### src/rtl/axis_pack_pkg.sv
// Shared constants and types for the 16-to-32 AXI-Stream packer.
package axis_pack_pkg;

   localparam logic [3:0] KEEP_FULL = 4'b1111;
   localparam logic [3:0] KEEP_LO   = 4'b0011;

   typedef enum logic {LO, HI} phase_e;

endpackage

### src/rtl/axis_pack_16to32_if.sv
// Generic AXI-Stream bundle; tkeep carries one bit per byte lane.
interface axi_stream_inf #(
   parameter int unsigned DSIZE = 16
);

   localparam int unsigned KSIZE = (DSIZE / 8 > 0) ? DSIZE / 8 : 1;

   logic             axis_tvalid;
   logic             axis_tready;
   logic [DSIZE-1:0] axis_tdata;
   logic             axis_tlast;
   logic [KSIZE-1:0] axis_tkeep;

   modport master (
      output axis_tvalid,
      output axis_tdata,
      output axis_tlast,
      output axis_tkeep,
      input  axis_tready
   );

   modport slave (
      input  axis_tvalid,
      input  axis_tdata,
      input  axis_tlast,
      input  axis_tkeep,
      output axis_tready
   );

endinterface

### src/rtl/axis_out_reg.sv
// Single-entry output holding register with valid/ready; contents stay stable while stalled.
module axis_out_reg #(
   parameter int unsigned DW = 32,
   parameter int unsigned KW = 4
) (
   input  logic          clock,
   input  logic          rst_n,
   input  logic          load,
   input  logic [DW-1:0] load_data,
   input  logic [KW-1:0] load_keep,
   input  logic          load_last,
   input  logic          out_ready,
   output logic          out_valid,
   output logic [DW-1:0] out_data,
   output logic [KW-1:0] out_keep,
   output logic          out_last,
   output logic          stall
);

   assign stall = out_valid && !out_ready;

   // Callers only load when not stalled, so a load always overwrites a consumed or empty slot.
   always_ff @(posedge clock or negedge rst_n) begin
      if (!rst_n) begin
         out_valid <= 1'b0;
         out_data  <= '0;
         out_keep  <= '0;
         out_last  <= 1'b0;
      end else if (load) begin
         out_valid <= 1'b1;
         out_data  <= load_data;
         out_keep  <= load_keep;
         out_last  <= load_last;
      end else if (out_ready) begin
         out_valid <= 1'b0;
      end
   end

endmodule

### src/rtl/axis_pack_16to32.sv
// Packs pairs of 16-bit stream beats into 32-bit beats; odd frame tails go out half-filled.
module axis_pack_16to32
   import axis_pack_pkg::*;
#(
   parameter int unsigned IDSIZE = 16,
   parameter int unsigned CNT_W  = 16
) (
   input  logic             clock,
   input  logic             rst_n,
   axi_stream_inf.slave     origin_inf,
   axi_stream_inf.master    wide_inf,
   output logic [CNT_W-1:0] frame_cnt,
   output logic [CNT_W-1:0] odd_cnt
);

   localparam int unsigned ODSIZE = 2 * IDSIZE;

   phase_e              phase;
   logic [IDSIZE-1:0]   half;
   logic                out_stall;
   logic                accept;
   logic                load;
   logic [ODSIZE-1:0]   load_data;
   logic [3:0]          load_keep;

   assign origin_inf.axis_tready = !out_stall;
   assign accept = origin_inf.axis_tvalid && !out_stall;
   assign load   = accept && ((phase == HI) || origin_inf.axis_tlast);

   // First beat of a pair lands in the low lanes.
   always_comb begin
      load_data = {{IDSIZE{1'b0}}, origin_inf.axis_tdata};
      load_keep = KEEP_LO;
      if (phase == HI) begin
         load_data = {origin_inf.axis_tdata, half};
         load_keep = KEEP_FULL;
      end
   end

   always_ff @(posedge clock or negedge rst_n) begin
      if (!rst_n) begin
         phase     <= LO;
         half      <= '0;
         frame_cnt <= '0;
         odd_cnt   <= '0;
      end else if (accept) begin
         if (phase == LO) begin
            if (origin_inf.axis_tlast) begin
               frame_cnt <= frame_cnt + 1'b1;
               odd_cnt   <= odd_cnt + 1'b1;
            end else begin
               half  <= origin_inf.axis_tdata;
               phase <= HI;
            end
         end else begin
            phase <= LO;
            if (origin_inf.axis_tlast) begin
               frame_cnt <= frame_cnt + 1'b1;
            end
         end
      end
   end

   axis_out_reg #(
      .DW(ODSIZE),
      .KW(4)
   ) u_out_reg (
      .clock     (clock),
      .rst_n     (rst_n),
      .load      (load),
      .load_data (load_data),
      .load_keep (load_keep),
      .load_last (origin_inf.axis_tlast),
      .out_ready (wide_inf.axis_tready),
      .out_valid (wide_inf.axis_tvalid),
      .out_data  (wide_inf.axis_tdata),
      .out_keep  (wide_inf.axis_tkeep),
      .out_last  (wide_inf.axis_tlast),
      .stall     (out_stall)
   );

endmodule

### src/flat_wrapper.sv
// flat-port wrapper written by rule: the top's interface ports become plain ports
module axis_pack_16to32_flat import axis_pack_pkg::*;
#(
   parameter int unsigned IDSIZE = 16,
   parameter int unsigned CNT_W  = 16
)
  (clock, rst_n, frame_cnt, odd_cnt, origin_inf_axis_tvalid, origin_inf_axis_tdata, origin_inf_axis_tlast, origin_inf_axis_tkeep, origin_inf_axis_tready, wide_inf_axis_tvalid, wide_inf_axis_tdata, wide_inf_axis_tlast, wide_inf_axis_tkeep, wide_inf_axis_tready);
  axi_stream_inf #(.DSIZE(16)) origin_inf_i ();
  axi_stream_inf #(.DSIZE(32)) wide_inf_i ();
  input  logic clock;
  input  logic rst_n;
  output logic [CNT_W-1:0] frame_cnt;
  output logic [CNT_W-1:0] odd_cnt;
  input wire logic [$bits(origin_inf_i.axis_tvalid)-1:0] origin_inf_axis_tvalid;
  input wire logic [$bits(origin_inf_i.axis_tdata)-1:0] origin_inf_axis_tdata;
  input wire logic [$bits(origin_inf_i.axis_tlast)-1:0] origin_inf_axis_tlast;
  input wire logic [$bits(origin_inf_i.axis_tkeep)-1:0] origin_inf_axis_tkeep;
  output wire logic [$bits(origin_inf_i.axis_tready)-1:0] origin_inf_axis_tready;
  output wire logic [$bits(wide_inf_i.axis_tvalid)-1:0] wide_inf_axis_tvalid;
  output wire logic [$bits(wide_inf_i.axis_tdata)-1:0] wide_inf_axis_tdata;
  output wire logic [$bits(wide_inf_i.axis_tlast)-1:0] wide_inf_axis_tlast;
  output wire logic [$bits(wide_inf_i.axis_tkeep)-1:0] wide_inf_axis_tkeep;
  input wire logic [$bits(wide_inf_i.axis_tready)-1:0] wide_inf_axis_tready;
  assign origin_inf_i.axis_tvalid = origin_inf_axis_tvalid;
  assign origin_inf_i.axis_tdata = origin_inf_axis_tdata;
  assign origin_inf_i.axis_tlast = origin_inf_axis_tlast;
  assign origin_inf_i.axis_tkeep = origin_inf_axis_tkeep;
  assign origin_inf_axis_tready = origin_inf_i.axis_tready;
  assign wide_inf_axis_tvalid = wide_inf_i.axis_tvalid;
  assign wide_inf_axis_tdata = wide_inf_i.axis_tdata;
  assign wide_inf_axis_tlast = wide_inf_i.axis_tlast;
  assign wide_inf_axis_tkeep = wide_inf_i.axis_tkeep;
  assign wide_inf_i.axis_tready = wide_inf_axis_tready;
  axis_pack_16to32 #(.IDSIZE(IDSIZE), .CNT_W(CNT_W)) u_core (.clock(clock), .rst_n(rst_n), .origin_inf(origin_inf_i), .wide_inf(wide_inf_i), .frame_cnt(frame_cnt), .odd_cnt(odd_cnt));
endmodule
### config.mk
export PLATFORM = sky130hd
export DESIGN_NAME = axis_pack_16to32_flat
export DESIGN_NICKNAME = d
export VERILOG_FILES = /design/src/rtl/axis_pack_pkg.sv /design/src/rtl/axis_pack_16to32_if.sv /design/src/rtl/axis_out_reg.sv /design/src/rtl/axis_pack_16to32.sv /design/src/flat_wrapper.sv
export SDC_FILE = /design/constraint.sdc
export NUM_CORES = 1
export LEC_CHECK = 0
export CAP_MARGIN = 20
export CORE_MARGIN = 1.5
export CORE_UTILIZATION = 49
export CTS_CLUSTER_DIAMETER = 150
export DETAILED_ROUTE_END_ITERATION = 16
export MAX_ROUTING_LAYER = met4
export PLACE_DENSITY = 0.8
export SLEW_MARGIN = 20
export SYNTH_ARGS = -nofsm -noshare
export SYNTH_HDL_FRONTEND = slang
export SYNTH_SLANG_ARGS = --single-unit
### constraint.sdc
create_clock -name clock -period 1.8 [get_ports clock]
set_input_delay 0.36 -clock clock [delete_from_list [all_inputs] [get_ports clock]]
set_output_delay 0.36 -clock clock [all_outputs]
set_load 0.03 [all_outputs]
# After elaboration in Yosys (flattened, before gate mapping)
# Index checks and enable logic that the tools add are counted.
word_totals:
  elab_cells: 28
  output_inout_bits: 71
  regBits: 87
  inputBits: 23
op_classes:
  reduce_logical: 10
  n_addsub: 2
  n_mux: 6
  bitwise_logic: 2
op_table:
  columns: ["operator", "n"]
  rows:
  - ["$add A16 B1 Y16 const B", 2]
  - ["$mux W32", 1]
  - ["$reduce_and A3 Y1", 2]
  - ["$mux W1", 4]
  - ["$mux W4", 1]
  - ["$logic_and A1 B1 Y1", 3]
  - ["$logic_not A1 Y1", 2]
  - ["$not A1 Y1", 2]
  - ["$reduce_and A2 Y1", 1]
  - ["$reduce_bool A2 Y1", 1]
  - ["$logic_or A1 B1 Y1", 1]

# Depth between registers and ports, before layout
depth:
  ltp_word: 6
  mapped_depth: 7
  depth_no_buf: 5

# Cells and area by module
# Synthesis repeated with hierarchy kept, for this count alone.
hier_totals:
  hier_cells: 282
  hier_area_um2: 3885.0
by_module_without_submodules:
  columns: ["mod", "cells_each", "area_per_inst_um2", "n_inst", "seq_area_each_um2"]
  rows:
  - ["axis_pack_16to32", 201, 2394.8, 1, 1226.2]
  - ["axis_out_reg", 81, 1490.2, 1, 950.9]

# Least setup slack after synthesis
# OpenSTA, ideal clock, no wires.
synth_path:
  path_kind: "register to register"
  startpoint: "reg u_core.u_out_reg.out_valid"
  endpoint: "reg u_core.half[10]"
  n_path_buf: 2
  path_stages_with_launch: 8
  path_slack_ns: -0.051
  t_arrival_ns: 1.726
  cell_sequence: "dfrtp_1 nor2b_4 inv_6 nand2_2 or3_1 buf_6 buf_6 mux2_4"
synth_between:
  elab_chain_len: 4
synth_rtl:
  columns: ["item", "line_no", "rtl"]
  rows:
  - ["start: declaration", "axis_out_reg.sv:13", "output logic out_valid,"]
  - ["start signal: assignment", "axis_out_reg.sv:25", "out_valid <= 1'b0;"]
  - ["start signal: assignment", "axis_out_reg.sv:30", "out_valid <= 1'b1;"]
  - ["start signal: assignment", "axis_out_reg.sv:35", "out_valid <= 1'b0;"]
  - ["$logic_and A1 B1 Y1", "axis_out_reg.sv:20", "assign stall = out_valid && !out_ready;"]
  - ["$logic_not A1 Y1", null, null]
  - ["named net origin_inf_axis_tready", "flat_wrapper.sv:18", "output wire logic [$bits(origin_inf_i.axis_tready)-1:0] origin_inf_axis_tready;"]
  - ["$logic_and A1 B1 Y1", "axis_pack_16to32.sv:27", "assign accept = origin_inf.axis_tvalid && !out_stall;"]
  - ["$reduce_and A3 Y1 (no source line)", null, null]
  - ["end signal: assignment", "axis_pack_16to32.sv:52", "half <= origin_inf.axis_tdata;"]
  - ["end: declaration", "axis_pack_16to32.sv:19", "logic [IDSIZE-1:0] half;"]
# The timed path passes the listed nets, and every way through them passes these cells.
# A chain may end at the register's enable or synchronous reset.

# Worst setup path in the final report
layout_path:
  startpoint: "reg u_core.odd_cnt[15]"
  endpoint: "out odd_cnt[15]"
layout_rtl:
  columns: ["item", "line_no", "rtl"]
  rows:
  - ["start: declaration", "axis_pack_16to32.sv:13", "output logic [CNT_W-1:0] odd_cnt"]
  - ["start signal: assignment", "axis_pack_16to32.sv:50", "odd_cnt <= odd_cnt + 1'b1;"]
  - ["end: declaration", "flat_wrapper.sv:13", "output logic [CNT_W-1:0] odd_cnt;"]
# No word-level cell between the ends.

==> metrics list <==
- Run status: complete, no violations
- Slowest cell delay on critical path: 0.68 ns
* Floorplan die width: 89.5 um
- Summing all placed instances gives a cell area of 4790 um2.
* Sw Ratio: 35.8%
* Synthesized net count: 344
* Die Y: 89.5 um
* Category of the worst setup path capture point: output pin
* Pre-CTS WS: -0.203 ns
* Maximum resistive drop on vdd: 0.663 mV
* CTS Root Buffer Type: sky130_fd_sc_hd__clkbuf_8
- Summed over all layers, the global routing overflow is 0.
- In the post-route analysis, the smallest setup slack over all paths is 0.0409 ns.
- Across the run, the number of max-cap violations was 0.
* Leakage power: 2.47 nW
- Length of the first detailed-routing pass in iterations: 4
- Post-synth EDFFs: 0
- Cell internal power was estimated by the tool at 3.92 mW.
- Part of the power in combinational logic: 34.7%
- Via count: 2,691
- Counting both buffers and inverters, the worst setup path holds a total of 1.
- For this run, the leading register cell type out of synthesis is sky130_fd_sc_hd__dfrtp_1.
- Timing would allow up to 568 MHz.
- CP startpoint kind: register
- In this run the cell area of the synthesized design comes to 3670 um2.
- Sw Pwr: 2.19 mW
- Path depth of the worst reg2reg path: 6
- In this run the tightest slew margin relative to its limit is 70.2%.
- Dividing the synthesized area by the synthesized cell count gives 11.5 um2.
- Clk slew on worst S/H paths: 0.08 ns
- The number of different library cells used by synthesis comes to 32.
- R2R setup slack: 0.20 ns
* Capture instance of the worst register-to-register path: u_core.half[8]
* Actual slew at the worst max-slew pin: 0.447 ns
* Critical Path Source: u_core.odd_cnt[15]
* Starting density of the core: 50.6%
* Core box area: 7250 um2
- Avg Vias per Cell: 5.13
* Final antenna-violating net count: 0
- The number of hold-slack violations in the final timing report was 0.
- Sequential share of power: 43.6%
- The worst path in the final design needs a cycle of 1.76 ns, including I/O delays and setup.
* Initial antenna violation count: 0
* CP required: 1.44 ns
- Number of H-tree levels: 3
* Wire length of the first global-routing pass: 12,200 um
- The layout has 560 filler cells.
- TritonCTS built the clock tree.
- Ratio of total power to cell area: 1230 nW/um2
- Share of async-settable or async-resettable flops after synthesis: 100%
- Entering global routing, the biggest net connects 86 pins.
* Clock Tree Buf Depth: 2
- Yosys warnings: 0
- In this run, the number of DRC markers left after iteration 0 of detailed routing was 106.
* Total Routing Usage GR: 20.6%
- The number of slew-limit violations in the final report was 0.
- Number of standard cells after synthesis: 319
- With fillers left out, the area of the finished cells amounts to 4980 um2.
- Of the total power, the clock network draws 21.8%.
- Detailed placement HPWL: 5390 um
- The floorplan has 31 rows.
- Routability-driven placement finished with a final weighted congestion of 0.780.
- Setup violations remaining at the end of the flow were counted as 0.
- The clock drives 85 sinks.
- Sequential cells were found to cover 58.0% of the synthesized design area.
* Cell count along the critical path: 1
- I/O Pins: 94
* Wire length per cell after detailed routing: 14.4 um
- Number of setup buffers added after CTS: 0
* Layout area overhead: 35.6%
- Cells along the critical path: clkdlybuf4s50_1
- The min-delay analysis places its worst path in the category in2async.
* Highest-delay cell along the critical path: sky130_fd_sc_hd__clkdlybuf4s50_1
- Critical path fanouts, max: 2
- Of the cells placed in the final design, the portion with a size suffix greater than 1 is 13.6%.
* Skew final: 0.00884 ns
- Via count of the first global-routing pass: 2,622
* Final clock period utilization by the worst path: 97.7%
- At the worst endpoint, the arrival time is 1.40 ns.
- Die area: 8010 um2
- DRC viols: 0
- The worst register-to-register path begins at u_core.u_out_reg.out_valid.
- Final WL: 7580 um
- On the critical path the largest part of the delay comes from buffers and inverters.
- 0 antenna diodes ended up in the layout.
* Seq cells post-synth: 85
* Clock latency reported for the late side of the worst-skew pair: 0.35 ns
- The number of clock buffers added by TritonCTS is 9.
* Unrepaired setup endpoints after global routing: false
- For this run, the post-layout net count is 446.
* Classification of the worst setup path: reg2out
* Port Buffer Count: 91
* Crit path capture: odd_cnt[15]
-- registers in the layout (all words and copies together) (netlist names) --
register and cells:
u_core.u_out_reg.out_last 1, u_core.u_out_reg.out_keep 2, u_core.half 16, u_core.odd_cnt 16, u_core.u_out_reg.out_valid 1, u_core.frame_cnt 16
u_core.phase 1, u_core.u_out_reg.out_data 32
-- routing by layer --
metal	global-route usage (%)	vias to the layer above	wire length, um
met2	32.2	82	3530
met3	3.32	14	365
met1	27.2	1308	3550
li1	-	1287	-
met5	-	-	0
met4	7.97	0	130
-- area by class of cell --
cell class	instances	area [um2]	area share, %
inverter	4	20.0	0.402
clock inverter	4	47.5	0.955
multi-input combinational	214	1430	28.7
sequential	85	2130	42.8
timing repair buffer	107	1080	21.7
clock buffer	12	145	2.92
tap	99	124	2.49
-- logic make-up after synthesis --
kind of cell             Yosys count  share of synthesized area (%)
AND/OR/NAND/NOR                  114                           15.7
multiplexers                      33                           10.5
AO/OA/AOI/OAI                     35                           4.91
XOR/XNOR                          30                           7.16
adder cells (fa/ha/maj)            2                          0.682
buffers and inverters             20                           3.04
flip-flops                        85                           58.0
-- stage by stage --
stage | hold WS [ns] | power (mW) | cells | util (%) | setup TNS [ns]
after floorplan | 0.0644 | 3.94 | 319 | - | -0.0882
after global placement | 0.426 | 4.85 | 509 | 66.1 | -4.77
after detailed placement | 0.428 | 4.92 | 509 | 66.1 | -6.44
after CTS | 0.0520 | 6.17 | 525 | 68.3 | 0
after global routing | 0.0608 | 6.43 | 525 | 68.6 | 0
final | 0.0183 | 6.11 | 525 | 68.6 | 0
-- cell usage in the layout, fill, tap and decap left out, drive strengths merged --
| cell | synthesis | routed |
|---|---|---|
| and4 | 3 | 3 |
| clkdlybuf4s50 | 0 | 53 |
| nor4 | 6 | 6 |
| and3 | 2 | 2 |
| ha | 2 | 2 |
| nor3 | 4 | 4 |
| nand3 | 11 | 11 |
| dlygate4sd2 | 0 | 26 |
| and2 | 1 | 1 |
| buf | 6 | 18 |
| xor2 | 14 | 14 |
| mux2i | 16 | 16 |
| nand4 | 9 | 9 |
| dfrtp | 85 | 85 |
| mux2 | 17 | 17 |
| inv | 4 | 4 |
| clkbuf | 10 | 12 |
| clkinvlp | 0 | 1 |
| xnor2 | 16 | 16 |
| bufinv | 0 | 1 |
| o211ai | 1 | 1 |
| nand2b | 1 | 1 |
| and4b | 2 | 2 |
| nand2 | 68 | 68 |
| o21ai | 33 | 33 |
| or3 | 1 | 1 |
| nor2b | 1 | 1 |
| a21o | 1 | 1 |
| nor2 | 5 | 5 |
| dlymetal6s2s | 0 | 10 |
| clkinv | 0 | 2 |
-- power by group through the flow --
stage / combinational (mW) / sequential (mW) / clock [mW]
after floorplan: 0.671 / 3.27 / 0
after global placement: 2.16 / 2.69 / 0
final: 2.12 / 2.66 / 1.33
after detailed placement: 2.21 / 2.70 / 0
after global routing: 2.28 / 2.73 / 1.43
after CTS: 2.15 / 2.67 / 1.35
-- worst min-delay path by stage --
stage,start,end,slack [ns],depth (start not counted)
3_5_place_dp,rst_n,u_core.odd_cnt[12],0.43,2
4_1_cts,rst_n,u_core.odd_cnt[12],0.05,2
6_report,rst_n,u_core.odd_cnt[12],0.02,2
5_1_grt,rst_n,u_core.odd_cnt[10],0.06,2
3_3_place_gp,rst_n,u_core.odd_cnt[9],0.43,2
2_1_floorplan,rst_n,u_core.frame_cnt[0],0.06,0
-- cell usage after synthesis (3+ instances only) --
library cell / instances / share of area, %
sky130_fd_sc_hd__o21ai_0: 33 / 4.5
sky130_fd_sc_hd__nand2_1: 67 / 6.9
sky130_fd_sc_hd__mux2i_1: 16 / 4.4
sky130_fd_sc_hd__dfrtp_1: 85 / 58
sky130_fd_sc_hd__nand4_1: 8 / 1.4
sky130_fd_sc_hd__and4_1: 3 / 0.72
sky130_fd_sc_hd__mux2_2: 8 / 2.5
sky130_fd_sc_hd__nor3_1: 4 / 0.55
sky130_fd_sc_hd__nor2_1: 5 / 0.51
sky130_fd_sc_hd__buf_6: 3 / 0.92
sky130_fd_sc_hd__inv_1: 3 / 0.31
sky130_fd_sc_hd__clkbuf_1: 10 / 1.0
sky130_fd_sc_hd__xor2_1: 14 / 3.3
sky130_fd_sc_hd__mux2_4: 9 / 3.7
sky130_fd_sc_hd__xnor2_1: 16 / 3.8
sky130_fd_sc_hd__nor4_2: 4 / 1.4
sky130_fd_sc_hd__nand3_1: 11 / 1.5
-- timing repair --
item / in CTS / in global routing
gates resized for setup: 26 / 10
setup endpoints to repair: 26 / 10
hold buffers: 0 / 0
Power figures use the tool's default switching activity.
